==> config.mk <==
export PLATFORM = sky130hd
export DESIGN_NAME = n2tdmux4way16_buf
export DESIGN_NICKNAME = d
export VERILOG_FILES = /design/src/rtl/n2tdmux4way16_buf.sv
export SDC_FILE = /design/constraint.sdc
export NUM_CORES = 1
export LEC_CHECK = 0
export ABC_AREA = 1
export CORE_MARGIN = 4
export CORE_UTILIZATION = 24
export CTS_CLUSTER_DIAMETER = 60
export DETAILED_ROUTE_END_ITERATION = 16
export HOLD_SLACK_MARGIN = 0.15
export SYNTH_ARGS = -nofsm -noshare
export SYNTH_HDL_FRONTEND = slang
export SYNTH_SLANG_ARGS = --single-unit
==> constraint.sdc <==
create_clock -name clk -period 5 [get_ports clk]
set_input_delay 1 -clock clk [delete_from_list [all_inputs] [get_ports clk]]
set_output_delay 1 -clock clk [all_outputs]
set_load 0.01 [all_outputs]
==> src/rtl/n2tdmux4way16_buf.sv <==
// Registered 1-to-4 word demultiplexer: each destination owns a one-entry
// buffer with its own valid/ready drain, plus a running count of delivered words.
module n2tdmux4way16_buf #(
  parameter int WIDTH = 16,
  parameter int CNT_W = 16
) (
  input  logic               clk,
  input  logic               rst_n,
  input  logic               clr,
  input  logic               in_valid,
  output logic               in_ready,
  input  logic [WIDTH-1:0]   in_data,
  input  logic [1:0]         in_sel,
  output logic [3:0]         out_valid,
  input  logic [3:0]         out_ready,
  output logic [4*WIDTH-1:0] out_data,
  output logic [CNT_W-1:0]   word_cnt
);

  typedef enum logic {
    EMPTY = 1'b0,
    FULL  = 1'b1
  } state_t;

  logic             acc;
  logic [3:0]       valid_vec;
  logic [3:0]       drain;
  logic [2:0]       drain_cnt;
  logic [CNT_W-1:0] cnt_reg;
  logic [CNT_W-1:0] cnt_next;

  // Only the addressed channel gates the producer, so a stalled sink cannot
  // hold up traffic bound elsewhere.
  assign in_ready = ~clr & (~valid_vec[in_sel] | out_ready[in_sel]);
  assign acc      = in_valid & in_ready;
  assign drain    = valid_vec & out_ready;

  genvar gi;
  generate
    for (gi = 0; gi < 4; gi++) begin : g_chan
      state_t           state_reg;
      state_t           state_next;
      logic [WIDTH-1:0] data_reg;
      logic [WIDTH-1:0] data_next;
      logic             load;

      assign load = acc & (in_sel == 2'(gi));

      always_ff @(posedge clk or negedge rst_n) begin
        if (!rst_n) begin
          state_reg <= EMPTY;
          data_reg  <= '0;
        end else begin
          state_reg <= state_next;
          data_reg  <= data_next;
        end
      end

      // A load wins over a drain so a full channel can refill in the same cycle.
      always_comb begin
        state_next = state_reg;
        data_next  = data_reg;
        if (clr) begin
          state_next = EMPTY;
        end else if (load) begin
          state_next = FULL;
          data_next  = in_data;
        end else if (drain[gi]) begin
          state_next = EMPTY;
        end
      end

      assign valid_vec[gi]                = (state_reg == FULL);
      assign out_data[gi*WIDTH +: WIDTH] = data_reg;
    end
  endgenerate

  assign out_valid = valid_vec;

  always_comb begin
    drain_cnt = '0;
    for (int i = 0; i < 4; i++) begin
      drain_cnt = drain_cnt + 3'(drain[i]);
    end
  end

  // Drains coinciding with clr still count: the consumer did take the word.
  assign cnt_next = cnt_reg + CNT_W'(drain_cnt);

  always_ff @(posedge clk or negedge rst_n) begin
    if (!rst_n) begin
      cnt_reg <= '0;
    end else begin
      cnt_reg <= cnt_next;
    end
  end

  assign word_cnt = cnt_reg;

endmodule

-- Word level (Yosys, flattened, before mapping)
Cells that the tools add are included.
- add/sub/neg operators: 4
- magnitude comparators: 1
- equal/unequal tests: 3
- mux-type cells: 16
- bitwise logic cells: 10
- reduce and logical (&&, ||, !) cells: 9
- operator list (cell ; count):
    adder 16 x 3 -> 16 bit ; 1
    two-way mux 1 bit ; 14
    nonzero test 3 bit ; 4
    AND reduction 2 bit ; 4
    AND 1 bit ; 6
    AND 4 bit ; 1
    binary-select mux 1 bit (select 2 bit) ; 2
    equality test 2 bit, second input constant ; 2
    adder 2 x 1 -> 3 bit ; 1
    adder 3 x 1 -> 3 bit ; 1
    < comparator 2 x 3 -> 1 bit, second input constant ; 1
    adder 1 x 1 -> 2 bit ; 1
    equality test 2 x 1 -> 1 bit, second input constant ; 1
    zero test 2 bit ; 1
    inverter 1 bit ; 2
    bitwise OR 1 bit ; 1
- flip-flop bits (word level): 84
- bits of input ports: 26
- output and inout port bits: 85
- word-level logic and storage cells: 52

-- Logic depth before layout (Yosys ltp)
- word-level depth: 9
- gate-level depth with buffers: 12
- mapped depth without buffers: 11

-- Worst setup path after synthesis
No wires, ideal clock.
- path kind: input to register
- start: input port out_ready[0]
- end: register cnt_reg[12], in the netlist word_cnt[12]
- setup time: 0.126 ns
- arrival time: 3.114 ns
- required time: 4.874 ns
- path slack: 1.760 ns
- stages on the path: 9
- cells stage by stage: nand2_1 > fa_1 > fa_1 > fa_1 > nor2_1 > nand3_1 > nor2_1 > nand3b_1 > xnor2_1
- longest elaborated chain between the ends: 5
- RTL lines (item ; line ; source):
    start: declaration ; 15 ; input logic [3:0] out_ready,
    AND 4 bit ; 36 ; assign drain = valid_vec & out_ready;
    adder 1 x 1 -> 2 bit ; 83 ; drain_cnt = drain_cnt + 3'(drain[i]);
    adder 2 x 1 -> 3 bit ; 83 ;
    adder 3 x 1 -> 3 bit ; 83 ;
    adder 16 x 3 -> 16 bit ; 88 ; assign cnt_next = cnt_reg + CNT_W'(drain_cnt);
    net cnt_next[12] ; 30 ; logic [CNT_W-1:0] cnt_next;
    end signal: assignment ; 94 ; cnt_reg <= cnt_next;
    end: declaration ; 29 ; logic [CNT_W-1:0] cnt_reg;
The timed path passes the listed nets, and every way through them passes these cells.
A chain may end at the register's enable or synchronous reset.

-- Final worst setup path
- start: input port in_sel[0]
- end: output port in_ready
- longest elaborated chain between the ends: 5
- elaborated cells on any way between the ends: 7
- classes of those cells: mux: 4; bitwise: 3
- RTL lines (item ; line ; source):
    start: declaration ; 13 ; input logic [1:0] in_sel,
    binary-select mux 1 bit (select 2 bit) ; 34 ; assign in_ready = ~clr & (~valid_vec[in_sel] | out_ready[in_sel]);
    two-way mux 1 bit (implied by the code) ; 34 ;
    inverter 1 bit ; 34 ;
    bitwise OR 1 bit * ; 34 ;
    AND 1 bit * ; 34 ;
    end: declaration ; 11 ; output logic in_ready,
Every way passes the cells marked *; elsewhere a longest branch is shown, timed or not. The select of a mux whose other input is x is not followed.

==> flow_metrics.py <==
metrics = {
    "synth": {
        "seq_area_frac_synth_pct": 58.3,
        "ys_types": 24,
        "syn_area_sq_um": 3600,
        "synth_compound_area_share_pct": 1.18,
        "synth_top_family_by_area": "simple AND/OR/NAND/NOR gates",
        "synth_top_area_share_pct": 58.3,
        "ys_warn_count": 0,
        "synthXorXnorAreaFrac_pct": 3.16,
        "synth.area.top_cells": "dfrtp_1 58%, nand2_1 23%, xnor2_1 1.9%, buf_4 1.9%, inv_1 1.8%",
        "synth-simple-area-share_pct": 30.0,
        "synthAdderAreaFrac_pct": 2.01,
        "ys_seq_elements": 84,
        "synth.mux.area_fraction_pct": 0,
        "synth.net_count": 429,
        "syn_avg_cell_area_sq_um": 9.03,
        "yosysTopAreaCell": "dfrtp_1",
        "syn-instance-count": 399,
    },
    "grt": {
        "grt_pass1_vias": 3157,
        "grt_start_max_net_pins": 85,
        "grtUsageTotal_pct": 13.3,
        "overflow": 0,
        "antenna_found_initial": 0,
        "grt_first_pass_wirelength_microns": 17300,
    },
    "timing": {
        "fin_crit_ns": 3.76,
        "whs_ns": 0.471,
        "finalSetupViolations": 0,
        "setup_tns_ns": 0,
        "slew_headroom_pct": 27.5,
        "fin_crit_sh_pct": 75.1,
        "clock_skew_ns": 0.00528,
        "max_freq_mhz": 266,
        "hold_violations": 0,
        "rsz0062_at_grt": "no",
        "tightest_slew_ns": 1.09,
        "finalMaxSlewViolations": 0,
    },
    "route": {
        "routedWlPerCell_microns": 15.6,
        "drtIter0Drc": 159,
        "antenna_left": 0,
        "drc": 0,
        "drt_wl_total_microns": 10800,
        "first_pass_iters": 6,
        "viasPerCell": 4.30,
        "detailroute.via_count": 2989,
    },
    "critical_path": {
        "cp-end-kind": "output port",
        "required_ns": 4.00,
        "critical_path_arrival_ns": 2.76,
        "crit_path_max_fanout": 8,
        "path_class": "primary input to output port",
        "start_kind": "primary input",
    },
    "floorplan": {
        "fp.dieW_microns": 131,
        "die-area_sq_um": 17000,
        "start_util_pct": 24.6,
        "core_region_area_sq_um": 14600,
        "die_h_microns": 131,
        "num_rows": 44,
        "pin_count": 111,
    },
    "clock_tree": {
        "cts_sinks": 84,
        "clock_latency_ns": 0.33,
        "cts_tree": "done",
        "cts_resized": 0,
        "holdBufCountCts": 0,
        "cts-root-buf": "clkbuf_16",
        "cts.clk_slew.worst_paths_ns": 0.06,
        "cts_buffers": 9,
        "cts.path.max_buffers": 2,
        "h-tree-depth": 3,
        "postCtsSetupBuffers": 0,
    },
    "power_and_ir_drop": {
        "power_leakage_uw": 0.00250,
        "p_total_uw": 2130,
        "power_density_nw_per_um2": 417,
        "irDropWorstVdd_mv": 0.160,
    },
    "outcome": {
        "status": "completed",
    },
    "flow_run": {
        "drv_cap": 0,
    },
    "cells_and_area": {
        "layout.nets": 536,
        "largest_register_ffs": 64,
        "drive_gt1_share_pct": 5.87,
        "fillers": 1513,
        "area_growth_pct": 42.0,
        "diodes": 0,
        "final_util_pct": 34.9,
        "final_cells": 695,
    },
    "worst_hold_path": {
        "hp-class": "flop to flop",
    },
    "place": {
        "place_hpwl_microns": 7370,
        "routabilityCongestion": 0.826,
        "placedCellCount": 679,
        "portBuffers": 110,
    },
}
-- per-stage QoR --
stage               instance area (sq um)  worst slack (ns)
floorplan                            3600              1.76
global placement                     4820              1.09
detailed placement                   4820             0.985
CTS                                  5120              1.26
global route                         5120              1.14
finish                               5120              1.24
-- path summary, 6_finish.rpt --
kind	cells past startpoint	slack, ns	from	to
max	8	1.24	in_sel[0]	in_ready
min	1	0.47	word_cnt[15]$_DFF_PN0_	word_cnt[15]$_DFF_PN0_
max reg2reg	9	2.18	g_chan[0].state_reg$_DFFE_PN0P_	word_cnt[12]$_DFF_PN0_
min reg2reg	1	0.47	word_cnt[15]$_DFF_PN0_	word_cnt[15]$_DFF_PN0_
max in group asynchronous	1	3.43	rst_n	g_chan[1].data_reg[15]$_DFFE_PN0P_
min in group asynchronous	1	0.86	rst_n	word_cnt[15]$_DFF_PN0_
-- cell usage after synthesis, drive strengths merged --
cell    instances
nand3           6
ha              1
xor2            5
buf            13
a21oi           1
o21bai          1
clkinv          1
inv            19
dfrtp          84
clkbuf          1
o31ai           4
nor4            1
nand3b          2
nand4           7
fa              3
nand2         226
nor2           16
xnor2           8
-- report_power, final --
part,switching (uW),internal [uW],total (uW)
clock,270,400,670
sequential,91.7,812,904
combinational,251,308,558
total,612,1520,2130
-- area by class of cell --
cell class                      count  area, sq um  area share (%)
Sequential cell                    84         2100            41.1
Multi-Input combinational cell    281         1310            25.6
Timing Repair Buffer              110         1100            21.5
Clock buffer                       10          239            4.67
Tap cell                          184          230            4.50
Inverter                           20         75.1            1.47
Clock inverter                      6         62.6            1.22
-- worst max-delay path, cell delays in order --
cell and delay, ns:
clkdlybuf4s50_1 0.68, inv_2 0.10, nand2_1 0.07, nand2_1 0.04
nand2_1 0.06, nand2_1 0.09, a21oi_1 0.15, clkdlybuf4s50_1 0.56
-- logic make-up after synthesis --
group,count (synthesis)
compound gates,6
simple gates,258
buf+inv,34
xor+xnor,13
fa+ha+maj,4
flops,84
-- layout by cell type, fill, tap and decap left out, types with 4 or more instances in the layout --
cell type,count
nand2_1,225
xnor2_1,8
nand3_1,5
nor2_1,11
o31ai_1,4
nand4_2,4
clkdlybuf4s50_1,109
inv_1,17
dfrtp_1,84
xor2_1,5
clkbuf_16,9
nor2_4,5
-- routing by layer --
metal | global-route usage (%) | vias to the layer above | share of wire, %
met1 | 18.6 | 1446 | 48
met4 | 5.99 | 0 | 2.4
met5 | 0 | - | 0
met2 | 19.2 | 87 | 44
li1 | - | 1438 | -
met3 | 3.86 | 18 | 5.9
Power figures use the tool's default switching activity.
